### config.mk
export PLATFORM = sky130hd
export DESIGN_NAME = rom_arbiter_rr_pipe
export DESIGN_NICKNAME = d
export VERILOG_FILES = /design/src/rtl/rom_arb_pkg.sv /design/src/rtl/rr_priority_pick.sv /design/src/rtl/rom_arbiter_rr_pipe.sv
export SDC_FILE = /design/constraint.sdc
export NUM_CORES = 1
export LEC_CHECK = 0
export BUFFER_PORTS_ARGS = -buffer_cell sky130_fd_sc_hd__clkbuf_2
export CAP_MARGIN = 20
export CORE_MARGIN = 2
export CORE_UTILIZATION = 40
export CTS_CLUSTER_SIZE = 24
export DETAILED_ROUTE_END_ITERATION = 8
export PLACE_DENSITY_LB_ADDON = 0.05
export SYNTH_ARGS = -nofsm -noshare
export SYNTH_HDL_FRONTEND = slang
export SYNTH_SLANG_ARGS = --single-unit
export TNS_END_PERCENT = 5
### constraint.sdc
create_clock -name clk -period 5.3 [get_ports clk]
set_input_delay 0.265 -clock clk [delete_from_list [all_inputs] [get_ports clk]]
set_output_delay 0.265 -clock clk [all_outputs]
set_load 0.005 [all_outputs]
### src/rtl/rom_arb_pkg.sv
// Shared types and helpers for the round-robin ROM read arbiter.
package rom_arb_pkg;

  localparam int unsigned MAX_PORTS = 16;
  localparam int unsigned MAX_IDX_W = 4;

  function automatic int unsigned clog2(input int unsigned n);
    int unsigned r;
    r = 0;
    while ((32'd1 << r) < n) r = r + 1;
    return r;
  endfunction

  // Index width never drops below one bit, so single-port builds stay legal.
  function automatic int unsigned idx_width(input int unsigned n);
    return (n < 2) ? 1 : clog2(n);
  endfunction

  function automatic logic [MAX_PORTS-1:0] onehot_idx(input logic [MAX_IDX_W-1:0] idx);
    logic [MAX_PORTS-1:0] v;
    v      = '0;
    v[idx] = 1'b1;
    return v;
  endfunction

  typedef struct packed {
    logic                 valid;
    logic [MAX_IDX_W-1:0] idx;
  } tag_t;

endpackage

### src/rtl/rr_priority_pick.sv
// Combinational rotating priority pick: first set request at or after start, wrapping.
module rr_priority_pick
  import rom_arb_pkg::*;
#(
  parameter int unsigned NUM_PORTS = 4,
  localparam int unsigned IDX_W = idx_width(NUM_PORTS)
) (
  input  logic [NUM_PORTS-1:0] req,
  input  logic [IDX_W-1:0]     start,
  output logic                 found,
  output logic [IDX_W-1:0]     idx,
  output logic [NUM_PORTS-1:0] onehot
);

  logic [IDX_W-1:0] pos;

  always_comb begin
    found  = 1'b0;
    idx    = '0;
    onehot = '0;
    pos    = '0;
    for (int unsigned i = 0; i < NUM_PORTS; i++) begin
      pos = IDX_W'((32'(start) + i) % NUM_PORTS);
      if (!found && req[pos]) begin
        found       = 1'b1;
        idx         = pos;
        onehot[pos] = 1'b1;
      end
    end
  end

endmodule

### src/rtl/rom_arbiter_rr_pipe.sv
// N-port preempt/round-robin read arbiter with tracked read-data return.
// Optional starvation guard: define ROM_ARB_STARVE_GUARD_EN.
module rom_arbiter_rr_pipe
  import rom_arb_pkg::*;
#(
  parameter int unsigned NUM_PORTS    = 4,
  parameter int unsigned ADDR_WIDTH   = 10,
  parameter int unsigned DATA_WIDTH   = 32,
  parameter int unsigned READ_LATENCY = 1,
  parameter int unsigned STARVE_LIMIT = 15
) (
  input  logic                            clk,
  input  logic                            rst,
  input  logic [NUM_PORTS-1:0]            rd,
  input  logic [NUM_PORTS-1:0]            preempt,
  input  logic [NUM_PORTS*ADDR_WIDTH-1:0] addr,
  output logic [NUM_PORTS-1:0]            accept,
  output logic [NUM_PORTS-1:0]            data_valid,
  output logic [DATA_WIDTH-1:0]           data,
  output logic                            mem_rd,
  output logic [ADDR_WIDTH-1:0]           mem_addr,
  input  logic                            mem_accept,
  input  logic [DATA_WIDTH-1:0]           mem_d4rd
);

  localparam int unsigned IDX_W = idx_width(NUM_PORTS);

  logic [IDX_W-1:0]     rr_ptr;
  logic [NUM_PORTS-1:0] class_a_req;
  logic                 a_found, b_found;
  logic [IDX_W-1:0]     a_idx, b_idx, winner;
  logic [NUM_PORTS-1:0] a_oh, b_oh;
  logic                 any_rd, grant;
  tag_t                 tag_pipe [READ_LATENCY];

`ifdef ROM_ARB_STARVE_GUARD_EN
  localparam int unsigned CNT_W = idx_width(STARVE_LIMIT + 1);

  logic [CNT_W-1:0]     wait_cnt [NUM_PORTS];
  logic [NUM_PORTS-1:0] starved;

  always_comb begin
    starved = '0;
    for (int unsigned i = 0; i < NUM_PORTS; i++)
      starved[i] = rd[i] && (wait_cnt[i] >= CNT_W'(STARVE_LIMIT));
  end

  // Starved ports outrank plain preempt traffic, otherwise the wait bound would not hold.
  assign class_a_req = (|starved) ? starved : (rd & preempt);

  always_ff @(posedge clk or posedge rst) begin
    if (rst) begin
      for (int unsigned i = 0; i < NUM_PORTS; i++) wait_cnt[i] <= '0;
    end else begin
      for (int unsigned i = 0; i < NUM_PORTS; i++) begin
        if (accept[i] || !rd[i])
          wait_cnt[i] <= '0;
        else if (wait_cnt[i] < CNT_W'(STARVE_LIMIT))
          wait_cnt[i] <= wait_cnt[i] + CNT_W'(1);
      end
    end
  end
`else
  assign class_a_req = rd & preempt;
`endif

  rr_priority_pick #(.NUM_PORTS(NUM_PORTS)) u_pick_a (
    .req    (class_a_req),
    .start  ('0),
    .found  (a_found),
    .idx    (a_idx),
    .onehot (a_oh)
  );

  rr_priority_pick #(.NUM_PORTS(NUM_PORTS)) u_pick_b (
    .req    (rd),
    .start  (rr_ptr),
    .found  (b_found),
    .idx    (b_idx),
    .onehot (b_oh)
  );

  assign any_rd   = |rd;
  assign grant    = mem_accept && any_rd;
  assign winner   = a_found ? a_idx : b_idx;
  assign accept   = grant ? (a_found ? a_oh : b_oh) : '0;
  assign mem_rd   = any_rd;
  assign mem_addr = any_rd ? addr[32'(winner)*ADDR_WIDTH +: ADDR_WIDTH] : '0;
  assign data     = mem_d4rd;

  // Pointer advances past the winner only on accepted round-robin grants.
  always_ff @(posedge clk or posedge rst) begin
    if (rst)
      rr_ptr <= '0;
    else if (grant && !a_found)
      rr_ptr <= (b_idx == IDX_W'(NUM_PORTS - 1)) ? '0 : b_idx + IDX_W'(1);
  end

  always_ff @(posedge clk or posedge rst) begin
    if (rst) begin
      for (int unsigned i = 0; i < READ_LATENCY; i++) tag_pipe[i] <= '0;
    end else begin
      tag_pipe[0] <= '{valid: grant, idx: MAX_IDX_W'(winner)};
      for (int unsigned i = 1; i < READ_LATENCY; i++) tag_pipe[i] <= tag_pipe[i-1];
    end
  end

  assign data_valid = tag_pipe[READ_LATENCY-1].valid
                    ? NUM_PORTS'(onehot_idx(tag_pipe[READ_LATENCY-1].idx)) : '0;

endmodule
-- After elaboration in Yosys (flattened, before gate mapping)
Cells that the tools add are included.
W data, S select, Z words.
- flip-flop bits (word level): 5
- bits in latches: 0
- memory bits (writable): 0
- memory bits (read-only): 0
- output and inout bits: 51
- word-level logic and storage cells: 91
- memories kept: 0
- add/subtract/negate cells: 4
- multipliers: 1
- div/mod/pow operators: 0
- magnitude comparators: 10
- equal/unequal tests: 1
- shifts and indexed selects: 1
- muxes and demuxes: 46
- bitwise operators: 4
- reduce and logical (&&, ||, !) cells: 21
- operator list (kind ; count):
    $shiftx A40 B7 Y10 ; 1
    $mux W4 ; 8
    $mux W1 ; 18
    $mux W2 ; 9
    $logic_and A1 B1 Y1 ; 13
    $lt A2 B3 Y1 const B ; 4
    $or A4 B4 Y4 ; 3
    $demux W1 S2 ; 5
    $ge A2 B1 Y1 const B ; 5
    $mux W10 ; 1
    $bmux W1 S2 ; 4
    $logic_not A1 Y1 ; 7
    $lt A2 B5 Y1 const B ; 1
    $mul A2 B3 Y5 const B ; 1
    $add A2 B1 Y2 const B ; 2
    $add A2 B2 Y2 const B ; 2
    $and A4 B4 Y4 ; 1
    $reduce_or A4 Y1 ; 1
    $mux W3 ; 1
    $eq A2 B2 Y1 const B ; 1

-- Depth between registers and ports, before layout
Gate-level depths: netlist of run 1.
- depth in word-level cells: 16
- gate-level depth with buffers: 11
- depth with buffers taken out: 8

-- By module
From an unflattened synthesis of run 1, not the netlist that was laid out.
- cell total of the unflattened synthesis: 255
- area total of the unflattened synthesis: 1929.4 um2
- by module, submodules not included (module ; times used ; cells each ; area each (um2)):
    rom_arbiter_rr_pipe ; 1 ; 165 ; 1083.5
    rr_priority_pick ; 2 ; 45 ; 422.9

-- Worst setup path before layout of run 1
OpenSTA, ideal clock, no wires.
- kind: register -> output
- start point: reg rr_ptr[0]
- end point: out mem_addr[0]
- arrival time: 2505 ps
- required time: 5035 ps
- path slack: 2530 ps
- stages on the path, launching flop included: 11
- path through: dfrtp_1 -> buf_6 -> inv_1 -> ha_1 -> buf_1 -> mux4_1 -> nor2b_4 -> o21ai_2 -> a31oi_4 -> buf_12 -> mux2i_1
- longest elaborated chain between the ends: 16
- elaborated cells on any way between the ends: 28
- ends and longest elaborated chain (what ; line ; source):
    from (decl) ; rom_arbiter_rr_pipe.sv:28 ; logic [IDX_W-1:0] rr_ptr;
    from (signal assigned) ; rom_arbiter_rr_pipe.sv:96 ; rr_ptr <= (b_idx == IDX_W'(NUM_PORTS - 1)) ? '0 : b_idx + IDX_W'(1);
    parallel branches: the longest is 11 deep, another holds $add A2 B1 Y2 ; - ;
    $mux W2 (*) ; rr_priority_pick.sv:24 ; if (!found && req[pos]) begin
    $mux W2 (*) ; rom_arbiter_rr_pipe.sv:85 ; assign winner = a_found ? a_idx : b_idx;
    net winner[0] ; rom_arbiter_rr_pipe.sv:31 ; logic [IDX_W-1:0] a_idx, b_idx, winner;
    $mul A2 B3 Y5 (*) ; rom_arbiter_rr_pipe.sv:88 ; assign mem_addr = any_rd ? addr[32'(winner)*ADDR_WIDTH +: ADDR_WIDTH] : '0;
    $shiftx A40 B7 Y10 (*) ; rom_arbiter_rr_pipe.sv:88 ;
    $mux W10 (*) ; rom_arbiter_rr_pipe.sv:88 ;
    to (decl) ; rom_arbiter_rr_pipe.sv:21 ; output logic [ADDR_WIDTH-1:0] mem_addr,
Mark *: on every way through the listed nets, which the timed path passes. The select of a mux whose other input is x is not followed.

-- Worst setup path after layout of run 1
- start point: reg rr_ptr[0]
- end point: out mem_addr[1]
- longest elaborated chain between the ends: 16
- elaborated cells on any way between the ends: 28
- ends and longest elaborated chain (what ; line):
    parallel branches: the longest is 11 deep, another holds $add A2 B1 Y2 ; -
    $mux W2 (*) ; rr_priority_pick.sv:24
    $mux W2 (*) ; rom_arbiter_rr_pipe.sv:85
    $mul A2 B3 Y5 (*) ; rom_arbiter_rr_pipe.sv:88
    $shiftx A40 B7 Y10 (*) ; rom_arbiter_rr_pipe.sv:88
    $mux W10 (*) ; rom_arbiter_rr_pipe.sv:88
Every way passes the cells marked *. The select of a mux whose other input is x is not followed.

==> flow_metrics.py, run 1 <==
metrics = {
    "critical_path": {
        "r2r_setup_slack_ns": 2.34,
        "r2r_cells": 6,
        "worstPathRequired_ns": 5.04,
        "worstSetupPathType": "register to primary output",
        "crit_path_max_incr_delay_ns": 0.72,
        "endpoint_kind": "primary output",
        "crit_path_cell_trace": "inv_1, ha_1, mux4_1, nor2b_4, o21ai_2, a31oi_4, mux2i_1, clkbuf_2",
        "worstPathArrival_ns": 3.47,
        "rr_startpoint": "rr_ptr[0]",
        "critical_path.n_buffers_inverters": 2,
        "maximum_fanout_along_the_worst_path": 16,
        "cp_slowest_cell": "dfrtp_1",
        "family_with_the_most_delay_on_the_worst_path": "multiplexers",
        "rr_endpoint": "tag_pipe[0]",
        "critPathLaunchType": "register",
    },
    "synth": {
        "synth_cells": 173,
        "avgSynthCellArea_um2": 7.96,
        "edff_count_synth": 0,
        "netlist-cell-type-count": 45,
        "postSynthRegisterBits": 5,
        "yosysSeqAreaShare": 0.0908,
        "yosys_most_used_dff": "dfrtp_1",
        "synth_area_um2": 1380,
        "synth_fp_nets": 264,
        "asyncSetResetFlopFracSynth": 1.00,
        "synth_warnings": 0,
    },
    "min_path": {
        "hold-path-cell-count": 2,
        "worstHoldStart": "mem_accept",
        "worstHoldEndpoint": "tag_pipe[4]",
        "timing.hold.worst.class": "input port to register",
    },
    "final_layout": {
        "finish.utilization": 0.454,
        "drive_above_1_share": 0.402,
        "final_net_count": 296,
        "antennaDiodeCount": 0,
        "fillerInstances": 367,
        "area.growth.synth_to_final_pct": 8.99,
    },
    "routing": {
        "post_detailed_route_wirelength_per_cell_um": 15.9,
        "post-route-drc-count": 0,
        "route.vias.total": 1379,
        "drt-pass1-iter-count": 4,
        "wirelength_mm": 3.98,
        "antenna_left": 0,
        "initial_detailed_routing_violation_count": 50,
        "vias_per_cell": 5.52,
    },
    "floorplan": {
        "die_w_um": 62.7,
        "dieHeight_um": 62.7,
        "initial_core_util": 0.416,
        "core_area_um2": 3310,
        "rows": 21,
        "ios": 134,
        "dieArea_um2": 3930,
    },
    "clocking": {
        "deepest_level_of_the_cts_h_tree": 1,
        "post_cts.repair.setup_buffers": 0,
        "clock_latency_ns": 0.24,
        "tritoncts": "yes",
        "clock_path_buffers": 2,
        "number_of_clock_buffers_inserted_by_tritoncts": 3,
        "clock_tree_root_buffer_cell": "clkbuf_4",
        "cts.sink_count": 5,
        "post_cts_resize_count": 0,
        "clk_pin_slew_worst_paths_ns": 0.04,
    },
    "place": {
        "place_congestion": 0.845,
        "dp_hpwl_mm": 3.31,
        "buffer_ports.inserted": 69,
    },
    "timing": {
        "fin_tns_setup_ns": 0,
        "hold_viol": 0,
        "final_min_period_over_clock_period": 0.704,
        "timing.clock.skew_ns": 0.00374,
        "setup_violations": 0,
        "timing.slew.headroom": 0.519,
        "drv_slew": 0,
        "min_period_ns": 3.73,
        "fmax_achieved_mhz": 268,
        "rsz0062_at_grt": "no",
        "max_slew.worst_pin.slew_ns": 0.720,
    },
    "outcome": {
        "run_status": "complete, no violations",
    },
    "grt": {
        "overflow": 0,
        "pin_count_of_the_biggest_net_entering_global_routing": 21,
        "antenna_found_initial": 0,
        "vias_in_the_first_global_route": 1295,
        "track_usage": 0.197,
        "grt_first_pass_wirelength_mm": 6.40,
    },
    "job": {
        "max_cap_viol_count": 0,
    },
    "pwr": {
        "worst_ir_drop_vdd_v": 0.000151,
        "pwr_density_cell_nw_per_um2": 370,
        "power.static_leakage_nw": 0.764,
    },
}
-- synth_stat cells, drive strengths merged (2+ instances only) --
library cell	number	area, um^2
buf	41	312
a22oi	23	173
nand2	13	48.8
nor2	13	48.8
mux2i	11	110
ha	8	100
o21ai	7	38.8
a31oi	6	52.6
a21oi	5	28.8
dfrtp	5	125
inv	4	15.0
a221oi	3	26.3
clkbuf	3	11.3
mux2	3	41.3
nand3	3	15.0
a211oi	2	15.0
and2	2	12.5
mux4	2	52.6
nor2b	2	20.0
nor3b	2	15.0
-- how the worst max path moves through the flow --
stage | start | end | slack [ns] | cells after the start
5_1_grt | rr_ptr[0] | mem_addr[1] | 1.33 | 8
3_5_place_dp | rr_ptr[0] | mem_addr[1] | 1.82 | 8
4_1_cts | rr_ptr[0] | mem_addr[1] | 1.57 | 8
6_report | rr_ptr[0] | mem_addr[1] | 1.57 | 8
2_1_floorplan | rr_ptr[0] | mem_addr[0] | 2.53 | 10
3_3_place_gp | rr_ptr[0] | mem_addr[5] | 2.09 | 8
-- cell usage in the layout (no fill, tap or decap), drive strengths merged --
master and n:
nor3 1, a31o 1, nor2b 2, or3b 1
o32ai 1, xor2 1, a211oi 2, or2 1
a22o 1, clkbuf 73, dfrtp 5, or3 1
a21oi 5, and2 2, a22oi 23, mux4 2
o211ai 1, nor3b 2, a31oi 6, mux2i 11
o21ai 7, nand3 3, and3 1, mux2 3
o32a 1, a221oi 3, dlygate4sd3 1, and3b 1
a21o 1, inv 4, buf 1, nand2b 1
nand2 13, nor4b 1, nor2 13, ha 8
-- area by class of cell --
cell class                 instances  area, um^2  share of cell area
multi-input combinational        120         915               0.609
tap                               46        57.6              0.0383
sequential                         5         125              0.0833
timing repair buffer              71         363               0.242
clock buffer                       4        26.3              0.0175
inverter                           4        15.0              0.0100
-- power breakdown --
group | switching, mW | internal [mW]
clock | 0.0143 | 0.0284
sequential | 0.0367 | 0.0497
combinational | 0.230 | 0.197
total | 0.281 | 0.275
-- through the flow --
stage          hold WS [ns]  worst slack [ns]  instance area [um^2]  power (mW)  std cells
2_1_floorplan        0.0435              2.53                  1380       0.435        173
3_3_place_gp          0.147              2.09                  1470       0.503        245
3_5_place_dp          0.150              1.82                  1470       0.511        245
4_1_cts               0.363              1.57                  1500       0.556        250
5_1_grt               0.379              1.33                  1500       0.612        250
6_report              0.370              1.57                  1500       0.556        250
-- flip-flops by register name (all words and copies together) (netlist names) --
register / flops
tag_pipe: 3
rr_ptr: 2
-- kinds of logic (layout without fill, tap and decap cells) --
logic type                 after synthesis  after routing  share of synthesized area
AOI/OAI and AO/OA                       52             52                      0.280
xor gates and xnor gates                 1              1                    0.00636
adders and majority gates                8              8                     0.0727
buffers and inverters                   48             79                      0.245
DFF                                      5              5                     0.0908
muxes                                   16             16                      0.148
and+or+nand+nor                         43             43                      0.157
-- repair_timing --
action | 4_1_cts | 5_1_grt
hold buffers | 1 | 0
setup endpoints to repair | 0 | 0
endpoints found under the hold margin | 5 | 0
-- metal layers --
| layer | track usage | part of all wire | wire [um] | vias to the layer above |
|---|---|---|---|---|
| li1 | - | - | - | 670 |
| met1 | 0.225 | 0.38 | 1520 | 647 |
| met2 | 0.341 | 0.52 | 2070 | 44 |
| met3 | 0.0595 | 0.066 | 262 | 18 |
| met4 | 0.0806 | 0.033 | 133 | 0 |
| met5 | 0 | 0 | 0 | - |
Power figures use the tool's default switching activity.
==> run 2: changes to the inputs <==
ABC_AREA = 1   (was not set)
CORE_UTILIZATION = 39   (was 40)
clock period = 3.9 ns   (was 5.3 ns; I/O delays follow)
==> run 2 against run 1 <==
Total power up 82%. Critical endpoint is now mem_addr[7]. Critical path depth grew 4. Register-to-register slack got worse by 0.86 ns. Sequential power rose by 22%. Via count rose by 20%. Global-route usage shrank 2.8 points. Worst hold slack worse by 0.047 ns. Routed wire length shrank 2.1%.
==> flow_metrics.py, run 2 <==
metrics = {
    "final_layout": {
        "top_regs": "tag_pipe x3, rr_ptr x2",
        "largest_register": "tag_pipe",
        "final_cell_mix": "clkbuf_2 (69), inv_1 (45), nand2_1 (42)",
        "fillerInstances": 435,
        "antennaDiodeCount": 0,
        "largest_register_ffs": 3,
        "drive_above_1_share": 0.349,
        "final-seq-area_um2": 125,
        "layout_commonest_cell": "clkbuf_2",
        "final_net_count": 387,
        "area.growth.synth_to_final_pct": 11.7,
        "finish.utilization": 0.447,
        "multi_input_comb_area_um2": 957,
    },
    "critical_path": {
        "worstPathRequired_ns": 3.70,
        "endpoint_kind": "primary output",
        "setup.worst_path.start": "rr_ptr[0]",
        "worstSetupPathType": "register to primary output",
        "maximum_fanout_along_the_worst_path": 12,
        "r2r_setup_slack_ns": 1.48,
        "worstPathArrival_ns": 2.92,
        "rr_endpoint": "tag_pipe[1]",
        "critical_path.endpoint": "mem_addr[7]",
        "rr_startpoint": "rr_ptr[0]",
        "r2r_cells": 9,
        "critPathLaunchType": "register",
    },
    "timing": {
        "final_min_period_over_clock_period": 0.799,
        "hold_viol": 0,
        "min_period_ns": 3.12,
        "rsz0062_at_grt": "no",
        "fin_tns_setup_ns": 0,
        "timing.slew.headroom": 0.648,
        "max_slew.worst_pin.slew_ns": 0.528,
        "setup_violations": 0,
        "drv_slew": 0,
        "timing.clock.skew_ns": 0.00160,
        "fmax_achieved_mhz": 321,
    },
    "outcome": {
        "run_status": "complete, no violations",
    },
    "clocking": {
        "post_cts.repair.setup_buffers": 0,
        "number_of_clock_buffers_inserted_by_tritoncts": 3,
        "clock_tree_root_buffer_cell": "clkbuf_8",
        "tritoncts": "yes",
        "post_cts_resize_count": 0,
        "clock_latency_ns": 0.22,
        "clk_pin_slew_worst_paths_ns": 0.03,
        "deepest_level_of_the_cts_h_tree": 1,
        "clock_path_buffers": 2,
        "cts.hold.buffers_added": 1,
        "cts.sink_count": 5,
    },
    "pwr": {
        "power.static_leakage_nw": 1.06,
        "worst_ir_drop_vdd_v": 0.000188,
        "pwr_density_cell_nw_per_um2": 573,
    },
    "routing": {
        "antenna_left": 0,
        "post_detailed_route_wirelength_per_cell_um": 11.3,
        "drt-pass1-iter-count": 4,
        "initial_detailed_routing_violation_count": 36,
        "vias_per_cell": 4.79,
        "post-route-drc-count": 0,
        "wirelength_mm": 3.90,
        "route.vias.total": 1654,
    },
    "synth": {
        "yosys-top-cells-count": "inv_1 (45), nand2_1 (42), nand3_1 (36)",
        "synth_cells": 260,
        "post-synth-top-area-cell": "buf_4",
        "yosys_most_used_dff": "dfrtp_1",
        "netlist-cell-type-count": 31,
        "asyncSetResetFlopFracSynth": 1.00,
        "yosys.cell_count.top_type": "inv_1",
        "synth_fp_nets": 351,
        "yosysSeqAreaShare": 0.0793,
        "synth_area_leaders": "buf_4 (16%), nand3_1 (11%), inv_1 (11%)",
        "avgSynthCellArea_um2": 6.07,
        "yosys.area.top_type_share": 0.162,
        "postSynthRegisterBits": 5,
        "synth_area_um2": 1580,
        "edff_count_synth": 0,
        "synth_warnings": 0,
    },
    "floorplan": {
        "initial_core_util": 0.400,
        "dieHeight_um": 67.6,
        "ios": 134,
        "dieArea_um2": 4570,
        "die_w_um": 67.6,
        "core_area_um2": 3940,
        "rows": 23,
    },
    "grt": {
        "track_usage": 0.169,
        "antenna_found_initial": 0,
        "pin_count_of_the_biggest_net_entering_global_routing": 23,
        "overflow": 0,
        "vias_in_the_first_global_route": 1502,
        "grt_first_pass_wirelength_mm": 6.23,
    },
    "place": {
        "place_congestion": 0.796,
        "buffer_ports.inserted": 69,
        "dp_hpwl_mm": 3.25,
    },
    "min_path": {
        "timing.hold.worst.class": "input port to register",
    },
    "job": {
        "max_cap_viol_count": 0,
    },
}
run 2: per-layer routing:
| layer | part of all wire | vias up | wire [um] | global-route usage |
|---|---|---|---|---|
| li1 | - | 867 | - | - |
| met1 | 0.46 | 724 | 1800 | 0.208 |
| met2 | 0.47 | 53 | 1840 | 0.311 |
| met3 | 0.055 | 10 | 216 | 0.0200 |
| met4 | 0.011 | 0 | 43 | 0.0357 |
| met5 | 0 | - | 0 | 0 |
run 2: worst min path at each step:
stage,startpoint,end,slack (ns),depth (start not counted)
6_report,mem_accept,rr_ptr[0],0.32,3
5_1_grt,mem_accept,rr_ptr[0],0.37,3
4_1_cts,mem_accept,rr_ptr[0],0.33,3
3_5_place_dp,rst,tag_pipe[0],0.08,2
3_3_place_gp,rst,tag_pipe[0],0.08,2
2_1_floorplan,rst,rr_ptr[0],-0.03,1
run 2: layout make-up:
type	instances	area share
Tap cell	50	0.0355
Multi-Input combinational cell	162	0.543
Inverter	52	0.115
Sequential cell	5	0.0710
Timing Repair Buffer	72	0.210
Clock buffer	4	0.0256
run 2: cell families (layout without fill, tap and decap cells):
group / Yosys count / after routing / share of synthesized area
flops: 5 / 5 / 0.0793
simple gates: 119 / 119 / 0.412
buf+inv: 93 / 128 / 0.318
compound gates: 35 / 35 / 0.128
fa+ha+maj: 8 / 8 / 0.0634
run 2: critical path, stage by stage, from the launching register on:
cell and delay (ns):
dfrtp_1 0.61, inv_6 0.10, ha_1 0.40, inv_2 0.09
nand3_2 0.09, nand2_4 0.13, nand4_4 0.13, nand3_1 0.14
nand2_2 0.09, a21oi_2 0.45, nand3_1 0.13, a21oi_1 0.19
clkbuf_2 0.14
run 2: power breakdown:
part / switching, mW / internal, mW
registers: 0.0363 / 0.0692
logic: 0.515 / 0.296
clock network: 0.0230 / 0.0700
total: 0.575 / 0.435
run 2: per-stage QoR:
stage               hold slack (ns)  cells  power, mW  setup slack (ns)  cell area (um^2)
global route                  0.365    345       1.13             0.440              1760
floorplan                   -0.0265    260      0.776              1.60              1580
global placement             0.0787    340      0.931             0.988              1710
detailed placement           0.0820    340      0.918              1.01              1710
finish                        0.324    345       1.01             0.782              1760
CTS                           0.329    345       1.01             0.774              1760
